[src/rtl/crossbar_pkg.sv]
// Shared definitions for the crossbar command scheduler: command codes,
// request sources, scheduler states and small helpers.
package crossbar_pkg;

    localparam logic [7:0] CMD_TEMP = 8'h54;  // "T": temperature / moisture poll
    localparam logic [7:0] CMD_DIST = 8'h44;  // "D": distance poll

    localparam logic SRC_HOST = 1'b0;
    localparam logic SRC_AUTO = 1'b1;

    typedef enum logic [1:0] {
        IDLE,
        ISSUE,
        WAIT_ACK,
        WAIT_DONE
    } sched_state_t;

    // Only the two poll commands are meaningful to the crossbar.
    function automatic logic is_legal_cmd(input logic [7:0] code);
        return (code == CMD_TEMP) || (code == CMD_DIST);
    endfunction

    // 16-bit increment that sticks at all-ones instead of wrapping.
    function automatic logic [15:0] sat_inc16(input logic [15:0] value);
        return (value == 16'hFFFF) ? value : value + 16'd1;
    endfunction

endpackage

[src/rtl/poll_tick_gen.sv]
// Periodic tick generator for the auto-poll path. Counts 0..POLL_PERIOD-1
// while enabled and emits a one-cycle tick on the terminal count; the
// counter is held at zero whenever the enable is low.
module poll_tick_gen #(
    parameter int POLL_PERIOD = 100_000_000,
    parameter int CNT_W       = 27
) (
    input  logic clk,
    input  logic rst,
    input  logic i_en,
    output logic o_tick
);

    localparam logic [CNT_W-1:0] TERMINAL = CNT_W'(POLL_PERIOD - 1);
    localparam logic [CNT_W-1:0] CNT_ONE  = CNT_W'(1);

    logic [CNT_W-1:0] r_cnt;

    // Free-running period counter, cleared while polling is disabled.
    // NOTE: state registers use non-blocking assignments so every flop samples pre-edge values.
    always_ff @(posedge clk or posedge rst) begin
        if (rst) begin
            r_cnt <= '0;
        end else if (!i_en || (r_cnt == TERMINAL)) begin
            r_cnt <= '0;
        end else begin
            r_cnt <= r_cnt + CNT_ONE;
        end
    end

    assign o_tick = i_en && (r_cnt == TERMINAL);

endmodule

[src/rtl/crossbar_cmd_scheduler.sv]
// Front-end scheduler for the sensor crossbar. Arbitrates a one-deep host
// command slot against the periodic auto-poll request, issues one command
// at a time and follows the ready_to_act handshake to completion, flagging
// a stuck crossbar with a sticky timeout.
// Build option: define SCHED_STATS_EN to enable the saturating issue and
// timeout counters; otherwise stat_issued/stat_timeouts are tied to zero.
module crossbar_cmd_scheduler
    import crossbar_pkg::*;
#(
    parameter int POLL_PERIOD  = 100_000_000,
    parameter int ACK_TIMEOUT  = 16,
    parameter int DONE_TIMEOUT = 50_000_000,
    parameter int CNT_W        = 27
) (
    input  logic        clk,
    input  logic        rst,
    input  logic [7:0]  host_cmd,
    input  logic        host_cmd_valid,
    output logic        host_cmd_accept,
    output logic        host_cmd_drop,
    input  logic        auto_en,
    input  logic [1:0]  auto_mask,
    input  logic        xb_ready_to_act,
    output logic [7:0]  xb_cmd,
    output logic        xb_valid_command,
    output logic        busy,
    output logic        cmd_done,
    output logic        last_src,
    output logic        timeout_err,
    output logic [15:0] stat_issued,
    output logic [15:0] stat_timeouts
);

    localparam logic [CNT_W-1:0] ACK_LAST  = CNT_W'(ACK_TIMEOUT - 1);
    localparam logic [CNT_W-1:0] DONE_LAST = CNT_W'(DONE_TIMEOUT - 1);
    localparam logic [CNT_W-1:0] CNT_ONE   = CNT_W'(1);

    sched_state_t     r_state;
    logic             r_slot_full;
    logic [7:0]       r_slot_code;
    logic             r_host_accept;
    logic             r_host_drop;
    logic             r_auto_pending;
    logic             r_auto_next_d;   // alternation pointer: 1 = next auto poll is "D"
    logic             r_pend_src;      // source of the command sitting in ISSUE
    logic [7:0]       r_xb_cmd;
    logic             r_xb_valid;
    logic             r_busy;
    logic             r_cmd_done;
    logic             r_last_src;
    logic             r_timeout_err;
    logic [CNT_W-1:0] r_to_cnt;

    logic       w_auto_active;
    logic       w_tick;
    logic [7:0] w_auto_code;
    logic       w_grant_host;
    logic       w_grant_auto;
    logic       w_ack_timeout;
    logic       w_done_timeout;

    assign w_auto_active = auto_en && (auto_mask != 2'b00);

    poll_tick_gen #(
        .POLL_PERIOD (POLL_PERIOD),
        .CNT_W       (CNT_W)
    ) u_poll_tick_gen (
        .clk    (clk),
        .rst    (rst),
        .i_en   (w_auto_active),
        .o_tick (w_tick)
    );

    // Auto target: fixed by a single mask bit, alternating when both are set.
    always_comb begin
        w_auto_code = CMD_TEMP;
        case (auto_mask)
            2'b10:   w_auto_code = CMD_DIST;
            2'b11:   w_auto_code = r_auto_next_d ? CMD_DIST : CMD_TEMP;
            default: w_auto_code = CMD_TEMP;
        endcase
    end

    // Arbitration in IDLE: a lone request wins, contention goes round robin on last_src.
    // NOTE: every always_comb output gets a default first so no latch can be inferred.
    always_comb begin
        w_grant_host = 1'b0;
        w_grant_auto = 1'b0;
        if ((r_state == IDLE) && xb_ready_to_act) begin
            if (r_slot_full && r_auto_pending && w_auto_active) begin
                if (r_last_src == SRC_HOST) begin
                    w_grant_auto = 1'b1;
                end else begin
                    w_grant_host = 1'b1;
                end
            end else if (r_slot_full) begin
                w_grant_host = 1'b1;
            end else if (r_auto_pending && w_auto_active) begin
                w_grant_auto = 1'b1;
            end
        end
    end

    assign w_ack_timeout  = (r_state == WAIT_ACK)  &&  xb_ready_to_act && (r_to_cnt == ACK_LAST);
    assign w_done_timeout = (r_state == WAIT_DONE) && !xb_ready_to_act && (r_to_cnt == DONE_LAST);

    // Host slot: latch legal codes into an empty slot; anything else is dropped.
    // A strobe in the cycle the slot is granted still sees it full.
    // NOTE: the data register is reset as well, so nothing downstream ever sees X.
    always_ff @(posedge clk or posedge rst) begin
        if (rst) begin
            r_slot_full   <= 1'b0;
            r_slot_code   <= 8'h00;
            r_host_accept <= 1'b0;
            r_host_drop   <= 1'b0;
        end else begin
            r_host_accept <= 1'b0;
            r_host_drop   <= 1'b0;
            if (w_grant_host) begin
                r_slot_full <= 1'b0;
            end
            if (host_cmd_valid) begin
                if (is_legal_cmd(host_cmd) && !r_slot_full) begin
                    r_slot_full   <= 1'b1;
                    r_slot_code   <= host_cmd;
                    r_host_accept <= 1'b1;
                end else begin
                    r_host_drop <= 1'b1;
                end
            end
        end
    end

    // Auto request flag: set by a tick, cleared on grant or when polling is off.
    always_ff @(posedge clk or posedge rst) begin
        if (rst) begin
            r_auto_pending <= 1'b0;
        end else if (!w_auto_active || w_grant_auto) begin
            r_auto_pending <= 1'b0;
        end else if (w_tick) begin
            r_auto_pending <= 1'b1;
        end
    end

    // Command FSM with registered handshake and status outputs.
    always_ff @(posedge clk or posedge rst) begin
        if (rst) begin
            r_state       <= IDLE;
            r_auto_next_d <= 1'b0;
            r_pend_src    <= SRC_HOST;
            r_xb_cmd      <= 8'h00;
            r_xb_valid    <= 1'b0;
            r_busy        <= 1'b0;
            r_cmd_done    <= 1'b0;
            r_last_src    <= SRC_HOST;
            r_timeout_err <= 1'b0;
            r_to_cnt      <= '0;
        end else begin
            r_xb_valid <= 1'b0;
            r_cmd_done <= 1'b0;
            case (r_state)
                IDLE: begin
                    if (w_grant_host || w_grant_auto) begin
                        r_xb_cmd   <= w_grant_host ? r_slot_code : w_auto_code;
                        r_pend_src <= w_grant_auto ? SRC_AUTO : SRC_HOST;
                        if (w_grant_auto) begin
                            r_auto_next_d <= (w_auto_code == CMD_TEMP);
                        end
                        r_busy  <= 1'b1;
                        r_state <= ISSUE;
                    end
                end
                ISSUE: begin
                    r_xb_valid    <= 1'b1;
                    r_last_src    <= r_pend_src;
                    r_timeout_err <= 1'b0;
                    r_to_cnt      <= '0;
                    r_state       <= WAIT_ACK;
                end
                WAIT_ACK: begin
                    if (!xb_ready_to_act) begin
                        r_to_cnt <= '0;
                        r_state  <= WAIT_DONE;
                    end else if (w_ack_timeout) begin
                        r_timeout_err <= 1'b1;
                        r_busy        <= 1'b0;
                        r_state       <= IDLE;
                    end else begin
                        r_to_cnt <= r_to_cnt + CNT_ONE;
                    end
                end
                WAIT_DONE: begin
                    if (xb_ready_to_act) begin
                        r_cmd_done <= 1'b1;
                        r_busy     <= 1'b0;
                        r_state    <= IDLE;
                    end else if (w_done_timeout) begin
                        r_timeout_err <= 1'b1;
                        r_busy        <= 1'b0;
                        r_state       <= IDLE;
                    end else begin
                        r_to_cnt <= r_to_cnt + CNT_ONE;
                    end
                end
                default: r_state <= IDLE;
            endcase
        end
    end

    assign host_cmd_accept  = r_host_accept;
    assign host_cmd_drop    = r_host_drop;
    assign xb_cmd           = r_xb_cmd;
    assign xb_valid_command = r_xb_valid;
    assign busy             = r_busy;
    assign cmd_done         = r_cmd_done;
    assign last_src         = r_last_src;
    assign timeout_err      = r_timeout_err;

`ifdef SCHED_STATS_EN
    logic [15:0] r_stat_issued;
    logic [15:0] r_stat_timeouts;

    // Saturating activity counters.
    always_ff @(posedge clk or posedge rst) begin
        if (rst) begin
            r_stat_issued   <= 16'h0000;
            r_stat_timeouts <= 16'h0000;
        end else begin
            if (r_state == ISSUE) begin
                r_stat_issued <= sat_inc16(r_stat_issued);
            end
            if (w_ack_timeout || w_done_timeout) begin
                r_stat_timeouts <= sat_inc16(r_stat_timeouts);
            end
        end
    end

    assign stat_issued   = r_stat_issued;
    assign stat_timeouts = r_stat_timeouts;
`else
    assign stat_issued   = 16'h0000;
    assign stat_timeouts = 16'h0000;
`endif

endmodule

[config.mk]
export PLATFORM = sky130hd
export DESIGN_NAME = crossbar_cmd_scheduler
export DESIGN_NICKNAME = d
export VERILOG_FILES = /design/src/rtl/crossbar_pkg.sv /design/src/rtl/poll_tick_gen.sv /design/src/rtl/crossbar_cmd_scheduler.sv
export SDC_FILE = /design/constraint.sdc
export NUM_CORES = 1
export LEC_CHECK = 0
export CORE_MARGIN = 1.5
export CORE_UTILIZATION = 59
export DETAILED_ROUTE_END_ITERATION = 10
export PLACE_DENSITY = 0.89
export REMOVE_ABC_BUFFERS = 1
export SLEW_MARGIN = 40
export SYNTH_ARGS = -nofsm -noshare
export SYNTH_HDL_FRONTEND = slang
export SYNTH_HIERARCHICAL = 1
export SYNTH_SLANG_ARGS = --single-unit
[constraint.sdc]
create_clock -name clk -period 5.6 [get_ports clk]
set_input_delay 1.12 -clock clk [delete_from_list [all_inputs] [get_ports clk]]
set_output_delay 1.12 -clock clk [all_outputs]
set_load 0.05 [all_outputs]
**Word-level counts from Yosys, hierarchy flattened**

Index checks and enable logic that the tools add are counted.

- Add/sub/neg operators: 2
- Eq/ne operators: 20
- Multiplexer cells: 48
- Reductions and logical operators: 30

Operator list:

| cell | count |
|---|---|
| $mux 27 | 5 |
| $pmux 27 s3 | 1 |
| $add 27x1->27 const B | 2 |
| $mux 1 | 31 |
| $eq 27x26->1 const B | 1 |
| $eq 27x27->1 const B | 1 |
| $eq 27x4->1 const B | 1 |
| $eq 8x7->1 const B | 3 |
| $logic_and 1x1->1 | 11 |
| $mux 2 | 5 |
| $ne 2x2->1 const B | 5 |
| $pmux 5 s2 | 1 |
| $reduce_and 5->1 | 2 |
| $ne 3x3->1 const B | 3 |
| $eq 2x2->1 const B | 4 |
| $mux 8 | 1 |
| $pmux 2 s4 | 1 |
| $pmux 1 s3 | 2 |
| $reduce_and 3->1 | 2 |
| $reduce_bool 3->1 | 2 |
| $mux 5 | 1 |
| $logic_or 1x1->1 | 4 |
| $reduce_and 2->1 | 2 |
| $reduce_and 4->1 | 1 |
| 5 further kinds | 8 |

- Register bits: 83
- Input port bits: 15
- Output and inout port bits: 47

**Longest topological paths before layout**

- Depth in word-level cells: 10
- Gate-level depth with buffers: 7
- Depth with buffers taken out: 6

**By module**

Netlist, hierarchy kept.

Modules (own cells, without submodules):

| module | times used | cells an instance | area an instance (um^2) | seq. area each (um^2) |
|---|---|---|---|---|
| crossbar_cmd_scheduler | 1 | 331 | 3046.7 | 1401.3 |
| poll_tick_gen | 1 | 156 | 1481.4 | 675.6 |

**Least setup slack after synthesis**

Ideal clock, no wire load.

- Path type: input to register
- Start: in xb_ready_to_act
- End: reg r_to_cnt[23]
- Library setup time: 78 ps
- Arrival: 2596 ps
- Data required time: 5522 ps
- Path slack: 2926 ps
- Stages: 5
- Buffers on the path: 0
- Cell sequence: and3_1 > nor4_1 > nand3_1 > or3_1 > a21oi_1

- Longest elaborated chain between the ends: 5
- Elaborated cells on any way between the ends: 11

RTL lines:

| item | RTL line | text |
|---|---|---|
| from (decl) | crossbar_cmd_scheduler.sv:23 | `input logic xb_ready_to_act,` |
| $logic_not 1->1 | -- |  |
| $logic_and 1x1->1 (2 in a row) | crossbar_cmd_scheduler.sv:105 | `assign w_done_timeout = (r_state == WAIT_DONE) && !xb_ready_to_act && (r_to_cnt == DONE_LAST);` |
| $ne 2x2->1 (no source line) | -- |  |
| $reduce_and 4->1 (no source line) | -- |  |
| to (signal assigned) | crossbar_cmd_scheduler.sv:189 | `r_to_cnt <= r_to_cnt + CNT_ONE;` |
| to (signal assigned) | crossbar_cmd_scheduler.sv:202 | `r_to_cnt <= r_to_cnt + CNT_ONE;` |
| to (decl) | crossbar_cmd_scheduler.sv:52 | `logic [CNT_W-1:0] r_to_cnt;` |

Parallel ways exist; a longest one is shown, timed or not.
A chain may end at the register's enable or synchronous reset.

**Worst setup path in the final report**

- Start: in xb_ready_to_act
- End: reg r_to_cnt[3]

Same word-level chain as after synthesis.

==> flow_metrics.tcl <==
set metrics [dict create \
    crit_path_start_kind "input pin" \
    worstHoldStart "r_slot_code[2]" \
    max_slew_margin 0.4746 \
    root_buffer "clkbuf_8" \
    via_count 3697 \
    grt_pass1_wl_um 16170 \
    clk_pin_slew_ns 0.11 \
    fmax_mhz 311.6 \
    cp-end-kind "register" \
    r2r-end "r_to_cnt[3]" \
    vias_per_cell 6.002 \
    hp-class "register to register" \
    reg2reg_depth 5 \
    whs_path_depth 1 \
    cts_setup_buffers 0 \
    final_cell_area_sq_mm 0.004972 \
    syn_area_sq_mm 0.004528 \
    insertedDiodeCount 0 \
    postCtsResizedCells 0 \
    cap_violations 0 \
    routabilityCongestion 0.8831 \
    fin_crit_ns 3.210 \
    yosysUniqueCellTypes 64 \
    post-route-worst-setup-slack_ns 2.390 \
    num-nets-final 529 \
    cts_tree "built" \
    seq_area_frac_synth 0.4587 \
    final_core_util 0.6783 \
    drc_errors 0 \
    pin_count 62 \
    worstMarginPinSlew_ns 0.7822 \
    grt_max_degree 57 \
    clock_latency_ns 0.38 \
    peakVddDrop_v 0.0001742 \
    status "finished clean" \
    first_global_vias 3558 \
    yosys_warnings 6 \
    holdWs_ns 0.4857 \
    grt_usage 0.2435 \
    crit_type "input pin to register" \
    timing.rr.start "r_to_cnt[10]" \
    design.core.area_sq_mm 0.007331 \
    post_drt_wl_per_cell_um 15.31 \
    synthArstFlopShare 1.000 \
    finalSetupTns_ns 0 \
    maxSlewViolCount 0 \
    cts_hold_repair.buffers 0 \
    avgSynthCellArea_sq_um 9.298 \
    synth_seq_cells 83 \
    synth_cells 487 \
    nFillCells 546 \
    start_util 0.6177 \
    synthFlopType "dfrtp_1" \
    cts_buffers 9 \
    place_area_sq_mm 0.004761 \
    cts.sinks 83 \
    p_leak_nw 2.180 \
    fp.dieH_um 90.61 \
    final_cell_mix "dfrtp_1, nor2_1, nand2_1, conb_1, nand3_1" \
    drt_iter0_markers 278 \
    wirelength_um 9430 \
    p_per_area_mw_per_mm2 343.4 \
    antenna_found_initial 0 \
    drive_above_1_share 0.07350 \
    total_power_mw 1.708 \
    synth_edf_count 0 \
    die_area_sq_mm 0.008209 \
    whs_endpoint "r_slot_code[2]" \
    hold_viol_final 0 \
    fin_crit_sh 0.5732 \
    final_common_cell "dfrtp_1" \
    skew_ns 0.01954 \
    place_ws_ns 1.993 \
    rrSetupSlack_ns 2.84 \
    setup_viol 0 \
    postRouteAntennaNets 0 \
    syn_to_final_growth_pct 9.809 \
    rsz0062_at_grt "no" \
    cp.arrival_ns 3.44 \
    dpl.cell_count 600 \
    h-tree-depth 3 \
    die_x_um 90.61 \
    dp_hpwl_um 6558 \
    instances_no_fill 616 \
    floorplan.rows 31 \
    port_buffers 29 \
    crit_fanout 13 \
    grt-ovfl-total 0 \
    critPathRequiredTime_ns 5.83 \
    cts_buffer_depth 2 \
    first_pass_iters 5 \
]
-- logic make-up after synthesis --
| family | share of synthesized area |
|---|---|
| AND/OR/NAND/NOR | 0.2573 |
| AO/OA/AOI/OAI | 0.1335 |
| flip-flops | 0.4587 |
| buffers and inverters | 0.09063 |
| XOR/XNOR | 0.04642 |
| multiplexers | 0.007184 |
| adder cells (fa/ha/maj) | 0.005526 |
| other | 0.0008282 |
-- state kept, by name (all words and copies together) (netlist names) --
signal                 flops
r_auto_pending             1
r_slot_code                8
u_poll_tick_gen/r_cnt     27
r_slot_full                1
r_pend_src                 1
r_state                    2
r_to_cnt                  27
last_src                   1
cmd_done                   1
xb_cmd                     8
host_cmd_drop              1
busy                       1
xb_valid_command           1
timeout_err                1
host_cmd_accept            1
r_auto_next_d              1
-- critical path: stages --
cell             delay (ns)
clkdlybuf4s50_1        0.70
nor4bb_1               0.35
nand4_1                0.23
or2_0                  0.30
a41oi_2                0.54
o311ai_0               0.20
-- Yosys cell counts, types with 3 or more instances --
| cell type | number | area share |
|---|---|---|
| and2_1 | 8 | 0.011 |
| nand4_1 | 24 | 0.033 |
| o211ai_1 | 3 | 0.0050 |
| inv_1 | 23 | 0.019 |
| o31ai_1 | 8 | 0.013 |
| nor3_1 | 6 | 0.0066 |
| a21oi_1 | 27 | 0.030 |
| or3_1 | 10 | 0.014 |
| o21ai_1 | 3 | 0.0033 |
| o21a_1 | 3 | 0.0050 |
| and3_1 | 12 | 0.017 |
| or4_1 | 4 | 0.0066 |
| o22ai_1 | 3 | 0.0041 |
| nor2_1 | 39 | 0.032 |
| nand2b_1 | 8 | 0.011 |
| nor4_1 | 8 | 0.011 |
| and4_1 | 6 | 0.012 |
| dfrtp_1 | 83 | 0.46 |
| xor2_1 | 20 | 0.039 |
| o21ai_0 | 23 | 0.025 |
| nor4b_1 | 3 | 0.0058 |
| buf_4 | 35 | 0.058 |
| clkbuf_1 | 12 | 0.0099 |
| a31oi_1 | 5 | 0.0069 |
| nand3_1 | 31 | 0.034 |
| xnor2_1 | 4 | 0.0077 |
| nand2_1 | 32 | 0.027 |
-- layout make-up --
type | count | area [sq um] | share of cell area
multi-input cells | 363 | 2167 | 0.4358
flip-flops and latches | 83 | 2077 | 0.4177
repair buffers | 32 | 312.8 | 0.06291
clock buffers | 9 | 123.9 | 0.02491
well taps | 99 | 123.9 | 0.02491
inverters | 23 | 86.33 | 0.01736
clock inverters | 7 | 81.33 | 0.01636
-- where the power goes --
part           internal [mW]  total (mW)  leakage (nW)  switching, mW
Clock                  0.179       0.437         0.104          0.258
Combinational          0.159       0.550         0.969          0.391
Sequential             0.661       0.721          1.11         0.0604
Total                  0.998        1.71          2.18          0.710
-- metal layers --
metal / vias up / routed length [um] / global-route usage
li1: 1740 / - / -
met1: 1774 / 4014 / 0.3091
met2: 162 / 4654 / 0.3972
met3: 21 / 543 / 0.04293
met4: 0 / 217 / 0.1270
met5: - / 0 / 0
-- how the worst max path moves through the flow --
| stage | start | end | cells after the start |
|---|---|---|---|
| global placement | xb_ready_to_act | r_to_cnt[23] | 6 |
| detailed placement | xb_ready_to_act | r_to_cnt[23] | 6 |
| floorplan | xb_ready_to_act | r_to_cnt[23] | 5 |
| global route | xb_ready_to_act | r_to_cnt[3] | 6 |
| finish | xb_ready_to_act | r_to_cnt[3] | 6 |
| CTS | xb_ready_to_act | r_to_cnt[23] | 6 |
No activity file was read; power rests on OpenSTA's default activity.
